===== src/rtl/eda_pixel_scanner_pkg.sv =====
// Shared configuration and FSM state encodings for the pixel scanner slice.
package eda_pixel_scanner_pkg;

  // Default frame geometry: address is {row, col}.
  localparam int CFG_I_WIDTH    = 8;
  localparam int CFG_J_WIDTH    = 8;
  localparam int CFG_ADDR_WIDTH = CFG_I_WIDTH + CFG_J_WIDTH;

  // Scanner FSM encodings (3-bit, legacy-compatible values).
  localparam logic [2:0] ST_IDLE   = 3'd0;
  localparam logic [2:0] ST_FETCH  = 3'd1;
  localparam logic [2:0] ST_CHECK  = 3'd2;
  localparam logic [2:0] ST_HOLD   = 3'd3;
  localparam logic [2:0] ST_FINISH = 3'd4;

endpackage


===== src/rtl/eda_scan_counter.sv =====
// Row-major raster counter: load-zero (latching dimensions), advance with
// column wrap, and an is_last flag against the latched dimensions.
module eda_scan_counter
  import eda_pixel_scanner_pkg::*;
#(
  parameter int I_WIDTH = CFG_I_WIDTH,
  parameter int J_WIDTH = CFG_J_WIDTH
) (
  input  logic               clk,
  input  logic               reset_n,
  input  logic               load_zero,
  input  logic               advance,
  input  logic [I_WIDTH-1:0] rows_in,
  input  logic [J_WIDTH-1:0] cols_in,
  output logic [I_WIDTH-1:0] row,
  output logic [J_WIDTH-1:0] col,
  output logic [I_WIDTH-1:0] nxt_row,
  output logic [J_WIDTH-1:0] nxt_col,
  output logic               is_last
);

  localparam logic [I_WIDTH-1:0] I_ONE = I_WIDTH'(1);
  localparam logic [J_WIDTH-1:0] J_ONE = J_WIDTH'(1);

  logic [I_WIDTH-1:0] rows_q, rows_d, row_q, row_d;
  logic [J_WIDTH-1:0] cols_q, cols_d, col_q, col_d;
  logic               row_last, col_last;

  assign row_last = (row_q == (rows_q - I_ONE));
  assign col_last = (col_q == (cols_q - J_ONE));
  assign is_last  = row_last && col_last;

  // Next pointer/dimension values; load_zero wins over advance.
  always_comb begin
    rows_d = rows_q;
    cols_d = cols_q;
    row_d  = row_q;
    col_d  = col_q;
    if (load_zero) begin
      rows_d = rows_in;
      cols_d = cols_in;
      row_d  = '0;
      col_d  = '0;
    end else if (advance) begin
      if (col_last) begin
        col_d = '0;
        row_d = row_q + I_ONE;
      end else begin
        col_d = col_q + J_ONE;
      end
    end
  end

  // Pointer and latched dimension registers.
  always_ff @(posedge clk) begin
    if (!reset_n) begin
      rows_q <= '0;
      cols_q <= '0;
      row_q  <= '0;
      col_q  <= '0;
    end else begin
      rows_q <= rows_d;
      cols_q <= cols_d;
      row_q  <= row_d;
      col_q  <= col_d;
    end
  end

  assign row     = row_q;
  assign col     = col_q;
  assign nxt_row = row_d;
  assign nxt_col = col_d;

endmodule


===== src/rtl/eda_pixel_scanner.sv =====
// Raster-scan seed scheduler: walks the frame row-major, skips pixels
// flagged in the visited RAM and holds each unvisited one until consumed.
module eda_pixel_scanner
  import eda_pixel_scanner_pkg::*;
#(
  parameter int I_WIDTH    = CFG_I_WIDTH,
  parameter int J_WIDTH    = CFG_J_WIDTH,
  parameter int ADDR_WIDTH = CFG_ADDR_WIDTH
) (
  input  logic                  clk,
  input  logic                  reset_n,
  input  logic                  start,
  input  logic [I_WIDTH-1:0]    img_rows,
  input  logic [J_WIDTH-1:0]    img_cols,
  input  logic                  update_strb,
  input  logic                  visited_rdata,
  output logic                  visited_ren,
  output logic [ADDR_WIDTH-1:0] visited_raddr,
  output logic [I_WIDTH-1:0]    next_row,
  output logic [J_WIDTH-1:0]    next_col,
  output logic                  next_valid,
  output logic                  iterated_all,
  output logic                  busy
);

  logic [2:0]            state_q, state_d;
  logic                  ld_zero, adv;
  logic [I_WIDTH-1:0]    ptr_row, ptr_nrow;
  logic [J_WIDTH-1:0]    ptr_col, ptr_ncol;
  logic                  ptr_last;

  logic                  ren_q, ren_d;
  logic [ADDR_WIDTH-1:0] raddr_q, raddr_d;
  logic [I_WIDTH-1:0]    nrow_q, nrow_d;
  logic [J_WIDTH-1:0]    ncol_q, ncol_d;
  logic                  nvld_q, nvld_d;
  logic                  itall_q, itall_d;
  logic                  busy_q, busy_d;

  eda_scan_counter #(
    .I_WIDTH (I_WIDTH),
    .J_WIDTH (J_WIDTH)
  ) u_cnt (
    .clk       (clk),
    .reset_n   (reset_n),
    .load_zero (ld_zero),
    .advance   (adv),
    .rows_in   (img_rows),
    .cols_in   (img_cols),
    .row       (ptr_row),
    .col       (ptr_col),
    .nxt_row   (ptr_nrow),
    .nxt_col   (ptr_ncol),
    .is_last   (ptr_last)
  );

  // Next-state logic: start overrides everything, then consume, then scan.
  always_comb begin
    state_d = state_q;
    ld_zero = 1'b0;
    adv     = 1'b0;
    if (start) begin
      ld_zero = 1'b1;
      state_d = ((img_rows == '0) || (img_cols == '0)) ? ST_FINISH : ST_FETCH;
    end else begin
      case (state_q)
        ST_IDLE:  state_d = ST_IDLE;
        ST_FETCH: state_d = ST_CHECK;
        ST_CHECK: begin
          if (!visited_rdata) begin
            state_d = ST_HOLD;
          end else if (ptr_last) begin
            state_d = ST_FINISH;
          end else begin
            adv     = 1'b1;
            state_d = ST_FETCH;
          end
        end
        ST_HOLD: begin
          if (update_strb) begin
            if (ptr_last) begin
              state_d = ST_FINISH;
            end else begin
              adv     = 1'b1;
              state_d = ST_FETCH;
            end
          end
        end
        ST_FINISH: state_d = ST_IDLE;
        default:   state_d = ST_IDLE;
      endcase
    end
  end

  // Registered outputs decoded from the upcoming state and pointer, so each
  // output lines up with the state it belongs to.
  always_comb begin
    ren_d   = (state_d == ST_FETCH);
    raddr_d = ren_d ? ADDR_WIDTH'({ptr_nrow, ptr_ncol}) : '0;
    nvld_d  = (state_d == ST_HOLD);
    nrow_d  = nvld_d ? ptr_nrow : '0;
    ncol_d  = nvld_d ? ptr_ncol : '0;
    itall_d = (state_d == ST_FINISH);
    busy_d  = (state_d != ST_IDLE);
  end

  // State and output registers.
  always_ff @(posedge clk) begin
    if (!reset_n) begin
      state_q <= ST_IDLE;
      ren_q   <= 1'b0;
      raddr_q <= '0;
      nrow_q  <= '0;
      ncol_q  <= '0;
      nvld_q  <= 1'b0;
      itall_q <= 1'b0;
      busy_q  <= 1'b0;
    end else begin
      state_q <= state_d;
      ren_q   <= ren_d;
      raddr_q <= raddr_d;
      nrow_q  <= nrow_d;
      ncol_q  <= ncol_d;
      nvld_q  <= nvld_d;
      itall_q <= itall_d;
      busy_q  <= busy_d;
    end
  end

  assign visited_ren   = ren_q;
  assign visited_raddr = raddr_q;
  assign next_row      = nrow_q;
  assign next_col      = ncol_q;
  assign next_valid    = nvld_q;
  assign iterated_all  = itall_q;
  assign busy          = busy_q;

endmodule


===== config.mk =====
export PLATFORM = sky130hd
export DESIGN_NAME = eda_pixel_scanner
export DESIGN_NICKNAME = d
export VERILOG_FILES = /design/src/rtl/eda_pixel_scanner_pkg.sv /design/src/rtl/eda_scan_counter.sv /design/src/rtl/eda_pixel_scanner.sv
export SDC_FILE = /design/constraint.sdc
export NUM_CORES = 1
export LEC_CHECK = 0
export ABC_AREA = 1
export CAP_MARGIN = 20
export CORE_MARGIN = 5
export CORE_UTILIZATION = 38
export CTS_CLUSTER_DIAMETER = 40
export DETAILED_ROUTE_END_ITERATION = 8
export PLACE_DENSITY_LB_ADDON = 0.12
export SLEW_MARGIN = 5
export SYNTH_ARGS = -nofsm -noshare
export SYNTH_HDL_FRONTEND = slang
export SYNTH_SLANG_ARGS = --single-unit

===== constraint.sdc =====
create_clock -name clk -period 2.2 [get_ports clk]
set_input_delay 0.33 -clock clk [delete_from_list [all_inputs] [get_ports clk]]
set_output_delay 0.33 -clock clk [all_outputs]
set_load 0.02 [all_outputs]

==> impl_metrics.yaml <==
worst_hold_path:
  holdCritPathClass: "flip-flop to flip-flop"
  holdCritStartpoint: "u_cnt.cols_q[1]$_SDFFE_PN0P_"
  min_path_cells: 2
  holdPathEnd: "u_cnt.cols_q[1]$_SDFFE_PN0P_"
drt:
  antenna_left: 0
  wl_per_cell_um: 14.2
  vias: 3016
  drt_iter0_drc: 164
  vias_per_cell: 4.84
  drt_first_pass_iters: 4
  drc_errors: 0
  wl_um: 8870
flow_run:
  max_cap_viol_count: 0
logic_synthesis:
  syn_avg_cell_area_um2: 7.33
  synth_top_family_by_area: "simple AND/OR/NAND/NOR gates"
  synth-seq-cells: 71
  synth_simple_gate_area_share_pct: 33.5
  synth_cell_type_count: 33
  yosysTopAreaCell: "dfxtp_1"
  synth_top_cells_by_area: "dfxtp_1 44%, nor2_1 10%, nand2_1 9.2%, nand3_1 5.1%, inv_1 4.7%"
  netlist_instances: 443
  synth_area_mm2: 0.00325
  synth_mux_area_share_pct: 0
  yosysSeqAreaShare_pct: 43.8
  ys_warn_count: 0
  synth-main-ff-cell: "dfxtp_1"
  syn-num-nets: 468
  yosys.area_share.adder_pct: 1.54
  async_reset_ff_share_pct: 0
  yosysTopAreaCellShare_pct: 43.8
  synth_edf_count: 0
  synth_compound_area_share_pct: 8.20
  synth_xor_area_share_pct: 4.58
floorplanning:
  initial_core_util_pct: 39.3
  dieArea_mm2: 0.0105
  ios: 57
  std_cell_rows: 33
  die_x_um: 102
  dieHeight_um: 102
  design.core.area_mm2: 0.00826
timing:
  hold_violations: 0
  rsz0062_at_grt: "true"
  worst_slew_pin_slew_ns: 0.634
  max_freq_mhz: 470
  min_period_ns: 2.13
  slew_viol_final: 0
  finalSetupViolations: 0
  post-route-period-util_pct: 96.7
  skew_ns: 0.0104
  hold_slack_ns: 0.499
  slew_headroom_pct: 57.7
final_layout:
  final_common_cell: "nor2_1"
  final-seq-area_mm2: 0.00143
  area_growth_syn_to_layout_pct: 33.2
  multi_input_area_mm2: 0.00168
  drive_above_1_share_pct: 14.7
  final_util_pct: 52.4
  fin_area_mm2: 0.00433
  fin_nets: 539
  antenna_cells: 0
  final_cell_mix: "88 x nor2_1, 78 x nand2_1, 68 x dfxtp_1"
  fill_cells: 820
worst_setup_path:
  crit_top_cell: "nor2_1"
  cp_max_fo: 8
  r2r-start: "u_cnt.rows_q[0]$_SDFFE_PN0P_"
  startpoint_type: "flip-flop"
  ff2ff_path_depth: 15
  arrival_ns: 2.40
  critPathRequiredTime_ns: 2.47
  critPathSlowestCell: "dfxtp_2"
  r2r-end: "busy$_SDFF_PN0_"
  path_cells: "inv_4, ha_4, nand2_2, nor2_4, buf_4, nand3_1, nand2_1, nor2_1, nand3_1, nor2_4, nand2_4, buf_6, o211ai_4, nor2_1, nor2_1"
  r2r_slack_ns: 0.07
  crit_family: "simple AND/OR/NAND/NOR gates"
  critical_path_buf_inv_count: 3
  end_kind: "flip-flop"
  max_stage_delay_ns: 0.35
  worstSetupPathType: "flip-flop to flip-flop"
global_route:
  grt_pass1_vias: 2849
  grt_max_degree: 28
  antenna_found_initial: 0
  gr-usage-all-layers_pct: 16.8
  grt_overflow: 0
  grt_pass1_wl_um: 13800
power:
  peakVddDrop_mv: 0.504
  leakage_nw: 1.80
  power_density_mw_per_mm2: 628
clock_tree:
  cts_tree: "built"
  clkTransAtPathRegs_ns: 0.08
  cts-hold-fix-buffers: 0
  cts-htree-levels: 3
  clock_latency_ns: 0.35
  cts_root_buffer: "clkbuf_8"
  cts_buffers: 9
  numClockSinks: 71
  ctsLongestPathBuffers: 2
place:
  io_buffers: 56
  dpl-instance-area_mm2: 0.00394
  place_congestion: 0.913
  dp_hpwl_um: 6370
status:
  status: "completed"
[cell usage after synthesis, types with 4 or more instances]
master	number
a21oi_1	13
clkbuf_1	9
dfxtp_1	71
ha_1	4
inv_1	41
inv_2	7
nand2_1	80
nand3_1	33
nand4_1	12
nor2_1	88
nor4_1	5
o211ai_1	4
o21ai_0	28
xnor2_1	4
xor2_1	13
[tightest hold or removal path, stage by stage (launching register included)]
cell and delay, ns:
dfxtp_2 0.33, inv_2 0.07, a21oi_1 0.06
[flip-flops by register name, summed over array words and instances, names as in the netlist, 3 cells and up]
| signal | flops |
|---|---|
| u_cnt.rows_q | 8 |
| state_q | 3 |
| u_cnt.cols_q | 8 |
| visited_raddr | 16 |
| u_cnt.col | 8 |
| u_cnt.row | 8 |
| next_row | 8 |
| next_col | 8 |
[where the power goes]
| group | internal (mW) | switching [mW] | total (mW) | leakage [nW] |
|---|---|---|---|---|
| Combinational | 0.139 | 0.194 | 0.333 | 1.13 |
| Sequential | 1.31 | 0.0253 | 1.34 | 0.578 |
| Clock | 0.525 | 0.521 | 1.05 | 0.0919 |
[worst max path at each step]
stage / from / end / cells after the start
final: u_cnt.rows_q[0]$_SDFFE_PN0P_ / busy$_SDFF_PN0_ / 15
after global routing: u_cnt.cols_q[1]$_SDFFE_PN0P_ / u_cnt.row[2]$_SDFF_PN0_ / 13
after floorplan: u_cnt.cols_q[0]$_SDFFE_PN0P_ / next_col[5]$_SDFF_PN0_ / 14
after global placement: u_cnt.rows_q[0]$_SDFFE_PN0P_ / visited_raddr[9]$_SDFF_PN0_ / 15
after CTS: u_cnt.rows_q[0]$_SDFFE_PN0P_ / next_col[1]$_SDFF_PN0_ / 15
after detailed placement: u_cnt.rows_q[0]$_SDFFE_PN0P_ / u_cnt.row[1]$_SDFF_PN0_ / 15
[routing by layer]
| metal | wire [um] | part of all wire [%] | track usage (%) |
|---|---|---|---|
| met5 | 0 | 0 | 0 |
| met4 | 49 | 0.55 | 4.44 |
| met3 | 661 | 7.5 | 6.35 |
| met2 | 3720 | 42 | 24.2 |
| met1 | 4440 | 50 | 23.7 |
[cell type report]
class	instances	share of cell area [%]
multi-input combinational	309	38.9
sequential	71	32.9
timing repair buffer	74	16.3
inverter	49	4.31
tap	105	3.04
clock buffer	9	2.86
clock inverter	6	1.65
[logic make-up (layout without fill, tap and decap cells)]
family                     count (synthesis)  count (layout)
xor gates and xnor gates                  17              17
DFF                                       71              71
adders and majority gates                  4               4
and+or+nand+nor                          237             239
AOI/OAI and AO/OA                         49              49
buffers and inverters                     65             138
[through the flow]
stage / setup TNS [ns] / setup slack, ns / total power, mW / cells
2_1_floorplan: 0 / 0.195 / 1.56 / 443
5_1_grt: -0.781 / -0.0658 / 2.84 / 623
3_5_place_dp: -0.0357 / -0.0263 / 1.66 / 600
6_report: 0 / 0.0719 / 2.72 / 623
4_1_cts: 0 / 0.0119 / 2.70 / 615
3_3_place_gp: 0 / 0.0366 / 1.66 / 600
[timing repair]
| action | CTS | global route |
|---|---|---|
| gates resized for setup | 1 | 29 |
| cloned | 0 | 2 |
| setup buffers | 0 | 6 |
| endpoints found under the setup margin | 3 | 53 |
| pin swaps | 0 | 10 |
Power figures use the tool's default switching activity.
